## src/rtl/mic1_mem_arbiter.sv

```systemverilog
// Memory arbiter and stall controller between the mic1 core, a single-ported RAM and a host port.
// Define MIC1_ARB_HOST_EN to build the host port and HOST state; otherwise host outputs are tied to 0.
module mic1_mem_arbiter #(
  parameter int ADDR_W      = 16,
  parameter int MEM_LATENCY = 1
) (
  input  logic              clk,
  input  logic              resetn,
  input  logic              run_in,
  output logic              core_run,
  input  logic              core_read,
  input  logic              core_write,
  input  logic              core_fetch,
  input  logic [31:0]       core_addr,
  input  logic [31:0]       core_wdata,
  input  logic [31:0]       core_addr_instr,
  output logic [31:0]       core_rdata,
  output logic [7:0]        core_rd_instr,
  input  logic              host_req,
  input  logic              host_we,
  input  logic [ADDR_W-1:0] host_addr,
  input  logic [31:0]       host_wdata,
  output logic              host_gnt,
  output logic              host_rvalid,
  output logic [31:0]       host_rdata,
  output logic              ram_en,
  output logic              ram_we,
  output logic [ADDR_W-1:0] ram_addr,
  output logic [31:0]       ram_wdata,
  input  logic [31:0]       ram_rdata,
  output logic              busy,
  output logic [31:0]       stall_count
);

  typedef enum logic [2:0] {
    S_IDLE  = 3'd0,
    S_WRITE = 3'd1,
    S_READ  = 3'd2,
    S_FETCH = 3'd3,
    S_WAIT  = 3'd4
`ifdef MIC1_ARB_HOST_EN
    , S_HOST = 3'd5
`endif
  } state_t;

  localparam logic [1:0] SRC_READ  = 2'd0;
  localparam logic [1:0] SRC_FETCH = 2'd1;
`ifdef MIC1_ARB_HOST_EN
  localparam logic [1:0] SRC_HOST  = 2'd2;
`endif
  localparam logic [3:0] WAIT_LOAD = 4'(MEM_LATENCY - 1);

  state_t              r_state;
  state_t              w_state_next;
  logic                r_served;
  logic [3:0]          r_wait_cnt;
  logic [1:0]          r_src;
  logic [31:0]         r_core_rdata;
  logic [7:0]          r_core_rd_instr;
  logic [31:0]         r_stall_count;
  logic                w_pending;
  logic                w_core_run;
  logic                w_done;
  logic                w_wait_last;
  logic [7:0]          w_lane_byte;
  logic                w_ram_en;
  logic                w_ram_we;
  logic [ADDR_W-1:0]   w_ram_addr;
  logic [31:0]         w_ram_wdata;
  logic                w_host_gnt;
  logic                w_unused;

  assign w_pending   = (core_read | core_write | core_fetch) & ~r_served;
  assign w_core_run  = run_in & ~w_pending & resetn;
  assign w_wait_last = (r_state == S_WAIT) && (r_wait_cnt == 4'd0);

  // State register
  always_ff @(posedge clk or negedge resetn) begin
    if (!resetn) begin
      r_state <= S_IDLE;
    end else begin
      r_state <= w_state_next;
    end
  end

  // Next state; core ops are served write, read, fetch and skip absent ones
  always_comb begin
    w_state_next = r_state;
    w_done       = 1'b0;
    case (r_state)
      S_IDLE: begin
        if (w_pending) begin
          if (core_write)     w_state_next = S_WRITE;
          else if (core_read) w_state_next = S_READ;
          else                w_state_next = S_FETCH;
        end
`ifdef MIC1_ARB_HOST_EN
        else if (host_req) begin
          w_state_next = S_HOST;
        end
`endif
      end
      S_WRITE: begin
        if (core_read) begin
          w_state_next = S_READ;
        end else if (core_fetch) begin
          w_state_next = S_FETCH;
        end else begin
          w_state_next = S_IDLE;
          w_done       = 1'b1;
        end
      end
      S_READ:  w_state_next = S_WAIT;
      S_FETCH: w_state_next = S_WAIT;
`ifdef MIC1_ARB_HOST_EN
      S_HOST:  w_state_next = host_we ? S_IDLE : S_WAIT;
`endif
      S_WAIT: begin
        if (w_wait_last) begin
          if (r_src == SRC_READ && core_fetch) begin
            w_state_next = S_FETCH;
          end else begin
            w_state_next = S_IDLE;
`ifdef MIC1_ARB_HOST_EN
            w_done       = (r_src != SRC_HOST);
`else
            w_done       = 1'b1;
`endif
          end
        end
      end
      default: w_state_next = S_IDLE;
    endcase
  end

  // Outputs decoded from state
  always_comb begin
    w_ram_en    = 1'b0;
    w_ram_we    = 1'b0;
    w_ram_addr  = '0;
    w_ram_wdata = '0;
    w_host_gnt  = 1'b0;
    case (r_state)
      S_WRITE: begin
        w_ram_en    = 1'b1;
        w_ram_we    = 1'b1;
        w_ram_addr  = core_addr[ADDR_W-1:0];
        w_ram_wdata = core_wdata;
      end
      S_READ: begin
        w_ram_en   = 1'b1;
        w_ram_addr = core_addr[ADDR_W-1:0];
      end
      S_FETCH: begin
        w_ram_en   = 1'b1;
        w_ram_addr = core_addr_instr[ADDR_W+1:2];
      end
`ifdef MIC1_ARB_HOST_EN
      S_HOST: begin
        w_ram_en    = 1'b1;
        w_ram_we    = host_we;
        w_ram_addr  = host_addr;
        w_ram_wdata = host_wdata;
        w_host_gnt  = 1'b1;
      end
`endif
      default: ;
    endcase
  end

  // Big-endian byte lane: lane 0 is the most significant byte
  always_comb begin
    case (core_addr_instr[1:0])
      2'd0:    w_lane_byte = ram_rdata[31:24];
      2'd1:    w_lane_byte = ram_rdata[23:16];
      2'd2:    w_lane_byte = ram_rdata[15:8];
      default: w_lane_byte = ram_rdata[7:0];
    endcase
  end

  always_ff @(posedge clk or negedge resetn) begin
    if (!resetn) begin
      r_served        <= 1'b0;
      r_wait_cnt      <= 4'd0;
      r_src           <= SRC_READ;
      r_core_rdata    <= 32'd0;
      r_core_rd_instr <= 8'd0;
      r_stall_count   <= 32'd0;
    end else begin
      // Served stays set until the core actually consumes the data
      if (w_done) begin
        r_served <= 1'b1;
      end else if (w_core_run) begin
        r_served <= 1'b0;
      end
      if (r_state == S_WAIT && r_wait_cnt != 4'd0) begin
        r_wait_cnt <= r_wait_cnt - 4'd1;
      end else begin
        r_wait_cnt <= WAIT_LOAD;
      end
      if (r_state == S_READ)  r_src <= SRC_READ;
      if (r_state == S_FETCH) r_src <= SRC_FETCH;
`ifdef MIC1_ARB_HOST_EN
      if (r_state == S_HOST)  r_src <= SRC_HOST;
`endif
      if (w_wait_last && r_src == SRC_READ)  r_core_rdata    <= ram_rdata;
      if (w_wait_last && r_src == SRC_FETCH) r_core_rd_instr <= w_lane_byte;
      if (run_in && !w_core_run && r_stall_count != 32'hFFFF_FFFF) begin
        r_stall_count <= r_stall_count + 32'd1;
      end
    end
  end

`ifdef MIC1_ARB_HOST_EN
  logic        r_host_rvalid;
  logic [31:0] r_host_rdata;

  always_ff @(posedge clk or negedge resetn) begin
    if (!resetn) begin
      r_host_rvalid <= 1'b0;
      r_host_rdata  <= 32'd0;
    end else begin
      r_host_rvalid <= w_wait_last && (r_src == SRC_HOST);
      if (w_wait_last && r_src == SRC_HOST) r_host_rdata <= ram_rdata;
    end
  end

  assign host_rvalid = r_host_rvalid;
  assign host_rdata  = r_host_rdata;
  assign w_unused    = &{1'b0, core_addr[31:ADDR_W], core_addr_instr[31:ADDR_W+2]};
`else
  assign host_rvalid = 1'b0;
  assign host_rdata  = 32'd0;
  assign w_unused    = &{1'b0, core_addr[31:ADDR_W], core_addr_instr[31:ADDR_W+2],
                         host_req, host_we, host_addr, host_wdata};
`endif

  assign core_run      = w_core_run;
  assign core_rdata    = r_core_rdata;
  assign core_rd_instr = r_core_rd_instr;
  assign host_gnt      = w_host_gnt;
  assign ram_en        = w_ram_en;
  assign ram_we        = w_ram_we;
  assign ram_addr      = w_ram_addr;
  assign ram_wdata     = w_ram_wdata;
  assign busy          = (r_state != S_IDLE);
  assign stall_count   = r_stall_count;

endmodule
```

## config.mk

```make
export PLATFORM = sky130hd
export DESIGN_NAME = mic1_mem_arbiter
export DESIGN_NICKNAME = d
export VERILOG_FILES = /design/src/rtl/mic1_mem_arbiter.sv
export SDC_FILE = /design/constraint.sdc
export NUM_CORES = 1
export LEC_CHECK = 0
export CAP_MARGIN = 25
export CORE_AREA = 2 2 133 135
export DETAILED_ROUTE_END_ITERATION = 10
export DIE_AREA = 0 0 135 137
export GPL_ROUTABILITY_DRIVEN = 0
export PLACE_DENSITY = 0.66
export REMOVE_ABC_BUFFERS = 1
export SYNTH_ARGS = -nofsm -noshare
export SYNTH_HDL_FRONTEND = slang
export SYNTH_SLANG_ARGS = --single-unit
```

## constraint.sdc

```tcl
create_clock -name clk -period 2.6 [get_ports clk]
set_clock_uncertainty 0.2 [all_clocks]
set_input_delay 0.39 -clock clk [delete_from_list [all_inputs] [get_ports clk]]
set_output_delay 0.39 -clock clk [all_outputs]
set_load 0.01 [all_outputs]
```

======== After elaboration in Yosys (flattened, before gate mapping) ========
Index checks and enable logic that the tools add are counted.
cells by class
  add/sub/neg operators ................... 2
  multipliers ............................. 0
  div/mod/pow operators ................... 0
  $lt $le $gt $ge ......................... 0
  equality and inequality tests ........... 10
  shift-type cells ........................ 0
  muxes and demuxes ....................... 23
  bitwise gates (word level) .............. 7
  reduce and logical (&&, ||, !) cells .... 20
operators with widths
  operator               number
  $add 32x1->32 const B  1
  $mux 32                1
  $ne 32x32->1 const B   1
  $pmux 16 s2            1
  $pmux 8 s3             1
  $mux 2                 6
  $pmux 3 s4             1
  $mux 1                 9
  $logic_and 1x1->1      7
  $eq 3x2->1 const B     2
  $mux 3                 2
  $eq 2x1->1 const B     2
  $logic_not 2->1        2
  $logic_not 4->1        1
  $mux 4                 1
  $ne 2x2->1 const B     2
  $reduce_bool 2->1      2
  $reduce_bool 4->1      1
  $reduce_or 2->1        2
  $sub 4x1->4 const B    1
  $and 1x1->1            3
  $eq 3x1->1 const B     1
  $eq 3x3->1 const B     1
  $logic_not 3->1        1
  other kinds (8)        10
word-level totals
  bits in registers ....................... 82
  bits in latches ......................... 0
  RAM bits ................................ 0
  memory bits (read-only) ................. 0
  output and inout bits ................... 158
  word-level logic and storage cells ...... 69
  memories kept ........................... 0

======== Depth between registers and ports, before layout ========
  depth after elaboration ................. 9
  gate-level depth with buffers ........... 8
  depth with buffers taken out ............ 7

======== Least setup slack after synthesis ========
No wires, ideal clock.
  path kind ............................... register -> register
  start point ............................. reg r_stall_count[0], in the netlist stall_count[0]
  end point ............................... reg r_stall_count[1], in the netlist stall_count[1]
  library setup time ...................... 0.125 ns
  arrival ................................. 2.053 ns
  path slack .............................. 0.222 ns
  stages on the path, launching flop included .. 8
  period minus slack after synthesis ...... 2.378 ns
  path through ............................ dfrtp_1 ha_1 nand3_1 nor4_4 or3b_1 buf_6 and2_4 mux2_4
between the ends
  cells in the longest elaborated chain, start to end .. 2
ends and longest elaborated chain
  element                                                                line  text
  start: declaration                                                     60    logic [31:0] r_stall_count;
  start signal: assignment                                               209   r_stall_count <= r_stall_count + 32'd1;
  parallel branches: the longest is 2 deep, another holds $add 32x1->32  -
Several ways; the timed one is not identified.
A chain may end at the register's enable or synchronous reset.

======== Worst setup path in the final report ========
  start point ............................. reg r_state[1]
  end point ............................... out ram_wdata[23]
between the ends
  cells in the longest elaborated chain, start to end .. 2
ends and longest elaborated chain
  element                   line  text
  start: declaration        53    state_t r_state;
  start signal: assignment  82    r_state <= w_state_next;
  $eq 3x1->1                143   case (r_state)
  $mux 32                   143
  end: declaration          29    output logic [31:0] ram_wdata,
No other way between the ends.

==> impl_metrics.tcl <==
set metrics [dict create \
    cp.arrival_ps 1950 \
    min_period_ps 2540 \
    hold_class "reg2reg" \
    drc 0 \
    ios 342 \
    ys_types 42 \
    synthFlopType "dfrtp_1" \
    peakVddDrop_mv 0.589 \
    core_um2 17100 \
    cpMaxStageDelayCell "clkdlybuf4s50_1" \
    start_kind "register" \
    synthCells 428 \
    antenna_found_initial 1 \
    leakagePower_uw 0.00335 \
    fmax_ghz 0.393 \
    crit_chain "nor2_1, buf_12, and3_1, clkdlybuf4s50_1" \
    slowest_delay_ps 570 \
    worstPathRequired_ps 2010 \
    synth.area.mux_share_pct 18.1 \
    area_growth_pct 64.1 \
    setup_ws_ps 58.3 \
    place_inst 876 \
    drv_slew 0 \
    critPathTopFamily "buffers and inverters" \
    synth_top_family_by_area "simple AND/OR/NAND/NOR gates" \
    synthAdderAreaFrac_pct 0.542 \
    drt-total-wl_um 16600 \
    status "finished clean" \
    clkTransAtPathRegs_ps 60 \
    worst_setup_path_end_kind "output port" \
    cts.path.max_buffers 2 \
    num_rows 48 \
    synth_edf_count 0 \
    drt_iter0_markers 190 \
    n_fill_cell 1614 \
    ys_seq_elements 81 \
    cts_tree "done" \
    drtPass1Iterations 4 \
    port_buffers 227 \
    synthArstFlopShare_pct 100 \
    rrSetupSlack_ps 180 \
    rsz0062_at_grt "true" \
    num_vias 4210 \
    pre_cts_ws_ps -115 \
    yosys_warnings 0 \
    grt_max_degree 48 \
    overflow 0 \
    syn-mean-instance-area_um2 10.8 \
    finalNonFillerCells 902 \
    setup_viol 0 \
    synthesis.area_um2 4620 \
    synth_compound_area_share_pct 4.77 \
    max_slew_margin_pct 59.0 \
    cap_viol_max_count 0 \
    fin_crit_sh_pct 97.8 \
    critPathKind "reg2out" \
    fp.dieH_um 137 \
    synthXorXnorAreaFrac_pct 5.88 \
    drive_gt1_share_pct 17.5 \
    wl_per_cell_um 18.4 \
    p_total_uw 6790 \
    worst_pin_slew_ps 616 \
    vias_per_cell 4.67 \
    die_w_um 135 \
    crit_fanout 34 \
    cp_num_buf_inv 2 \
    insertion_delay_ps 330 \
    start_util_pct 27.1 \
    grt_usage_pct 17.3 \
    numCtsBuffers 9 \
    power_density_nw_per_um2 896 \
    cts_num_sinks 81 \
    fin_tns_setup_ps 0 \
    dieArea_um2 18500 \
    grt_first_pass_wirelength_um 24800 \
    grt_pass1_vias 4316 \
    seq_area_frac_synth_pct 43.9 \
    hold_viol 0 \
    root_buffer "clkbuf_16" \
    cts_max_level 3 \
    hpwl_um 12800 \
    drtAntennaViolNets 0 \
    synth_simple_gate_area_share_pct 18.4 \
    fin_nets 857 \
]
==> logic make-up (layout without fill, tap and decap cells) <==
kind of cell | after synthesis | after routing
AO/OA/AOI/OAI | 32 | 32
XOR/XNOR | 31 | 31
adder cells (fa/ha/maj) | 2 | 2
buffers and inverters | 65 | 280
flip-flops | 81 | 81
multiplexers | 66 | 66
other | 1 | 35
AND/OR/NAND/NOR | 150 | 150
==> state kept, by name (all words and copies together), names as in the netlist <==
name / count
stall_count: 32
core_rd_instr: 8
r_src: 1
r_wait_cnt: 4
r_served: 1
r_state: 3
core_rdata: 32
==> layer usage <==
layer	global-route usage [%]	vias up	share of wire [%]
met3	4.44	20	7.8
met2	30.2	186	50
li1	-	1948	-
met5	0	-	0
met4	5.56	0	1.9
met1	20.9	2056	40
==> metrics by stage <==
step | cell area (um^2) | hold WS (ps) | utilization [%]
3_5_place_dp | 7140 | 269 | 41.8
6_report | 7580 | 279 | 44.4
5_1_grt | 7580 | 297 | 44.4
4_1_cts | 7510 | 278 | 44.1
3_3_place_gp | 7140 | 243 | 41.8
2_1_floorplan | 4380 | -106 | -
==> timing repair <==
action | 4_1_cts | 5_1_grt
pin swaps | 0 | 0
buffers inserted | 2 | 6
resized for setup | 16 | 6
endpoints found under the setup margin | 16 | 13
hold buffers | 1 | 0
gates cloned | 0 | 0
endpoints found under the hold margin | 34 | 0
==> final cells by class <==
| type | count | area (um^2) | share of cell area [%] |
|---|---|---|---|
| antenna | 1 | 2.50 | 0.0330 |
| clock inverter | 4 | 98.8 | 1.30 |
| sequential | 81 | 2030 | 26.7 |
| clock buffer | 12 | 256 | 3.38 |
| tap | 225 | 282 | 3.71 |
| multi-input combinational | 315 | 2350 | 31.0 |
| inverter | 6 | 22.5 | 0.297 |
| timing repair buffer | 258 | 2540 | 33.5 |
==> worst register-to-register path, stage by stage, from the launching register on <==
cell and delay [ps]:
dfrtp_1 480, nand4_4 190, nor4_4 380, or3b_1 520, buf_4 240, nor3b_1 150, xor2_1 140
==> synth_stat cells, types with 6 or more instances <==
| library cell | count | area, um^2 |
|---|---|---|
| clkbuf_1 | 16 | 60.1 |
| nand3_1 | 18 | 90.1 |
| nand4_1 | 11 | 68.8 |
| mux4_2 | 8 | 180 |
| and3_1 | 40 | 250 |
| xnor2_1 | 26 | 228 |
| dfrtp_1 | 81 | 2030 |
| a22oi_1 | 16 | 120 |
| mux2_2 | 56 | 631 |
| nand2_1 | 16 | 60.1 |
| buf_4 | 34 | 255 |
| nor2_1 | 33 | 124 |
| inv_1 | 6 | 22.5 |
| nor3_1 | 7 | 35.0 |
==> path summary, 6_finish.rpt <==
path	from	to	depth (start not counted)
min	r_wait_cnt[0]$_DFF_PN0_	r_wait_cnt[0]$_DFF_PN0_	1
min in group asynchronous	resetn	r_served$_DFFE_PN0P_	3
max	r_state[1]$_DFFE_PN0P_	ram_wdata[23]	4
max in group asynchronous	resetn	core_rd_instr[5]$_DFFE_PN0P_	3
min reg2reg	r_wait_cnt[0]$_DFF_PN0_	r_wait_cnt[0]$_DFF_PN0_	1
max reg2reg	stall_count[4]$_DFFE_PN0P_	stall_count[3]$_DFFE_PN0P_	6
==> power breakdown <==
part,switching [uW],internal [uW],total [uW]
clock,502,993,1500
sequential,262,1660,1930
combinational,1450,1920,3370
==> layout by cell type (no fill, tap or decap), types with 8 or more instances in the layout <==
cell and n:
nand4_1 11, a22oi_1 14, dlygate4sd2_1 13, mux4_2 8, clkdlybuf4s50_1 208, nor2_1 33, buf_4 27, nand3_1 18
clkbuf_16 9, conb_1 34, mux2_2 56, nand2_1 16, and3_1 40, xnor2_1 26, dfrtp_1 81
Note: power is estimated with default switching activity, not from simulation.
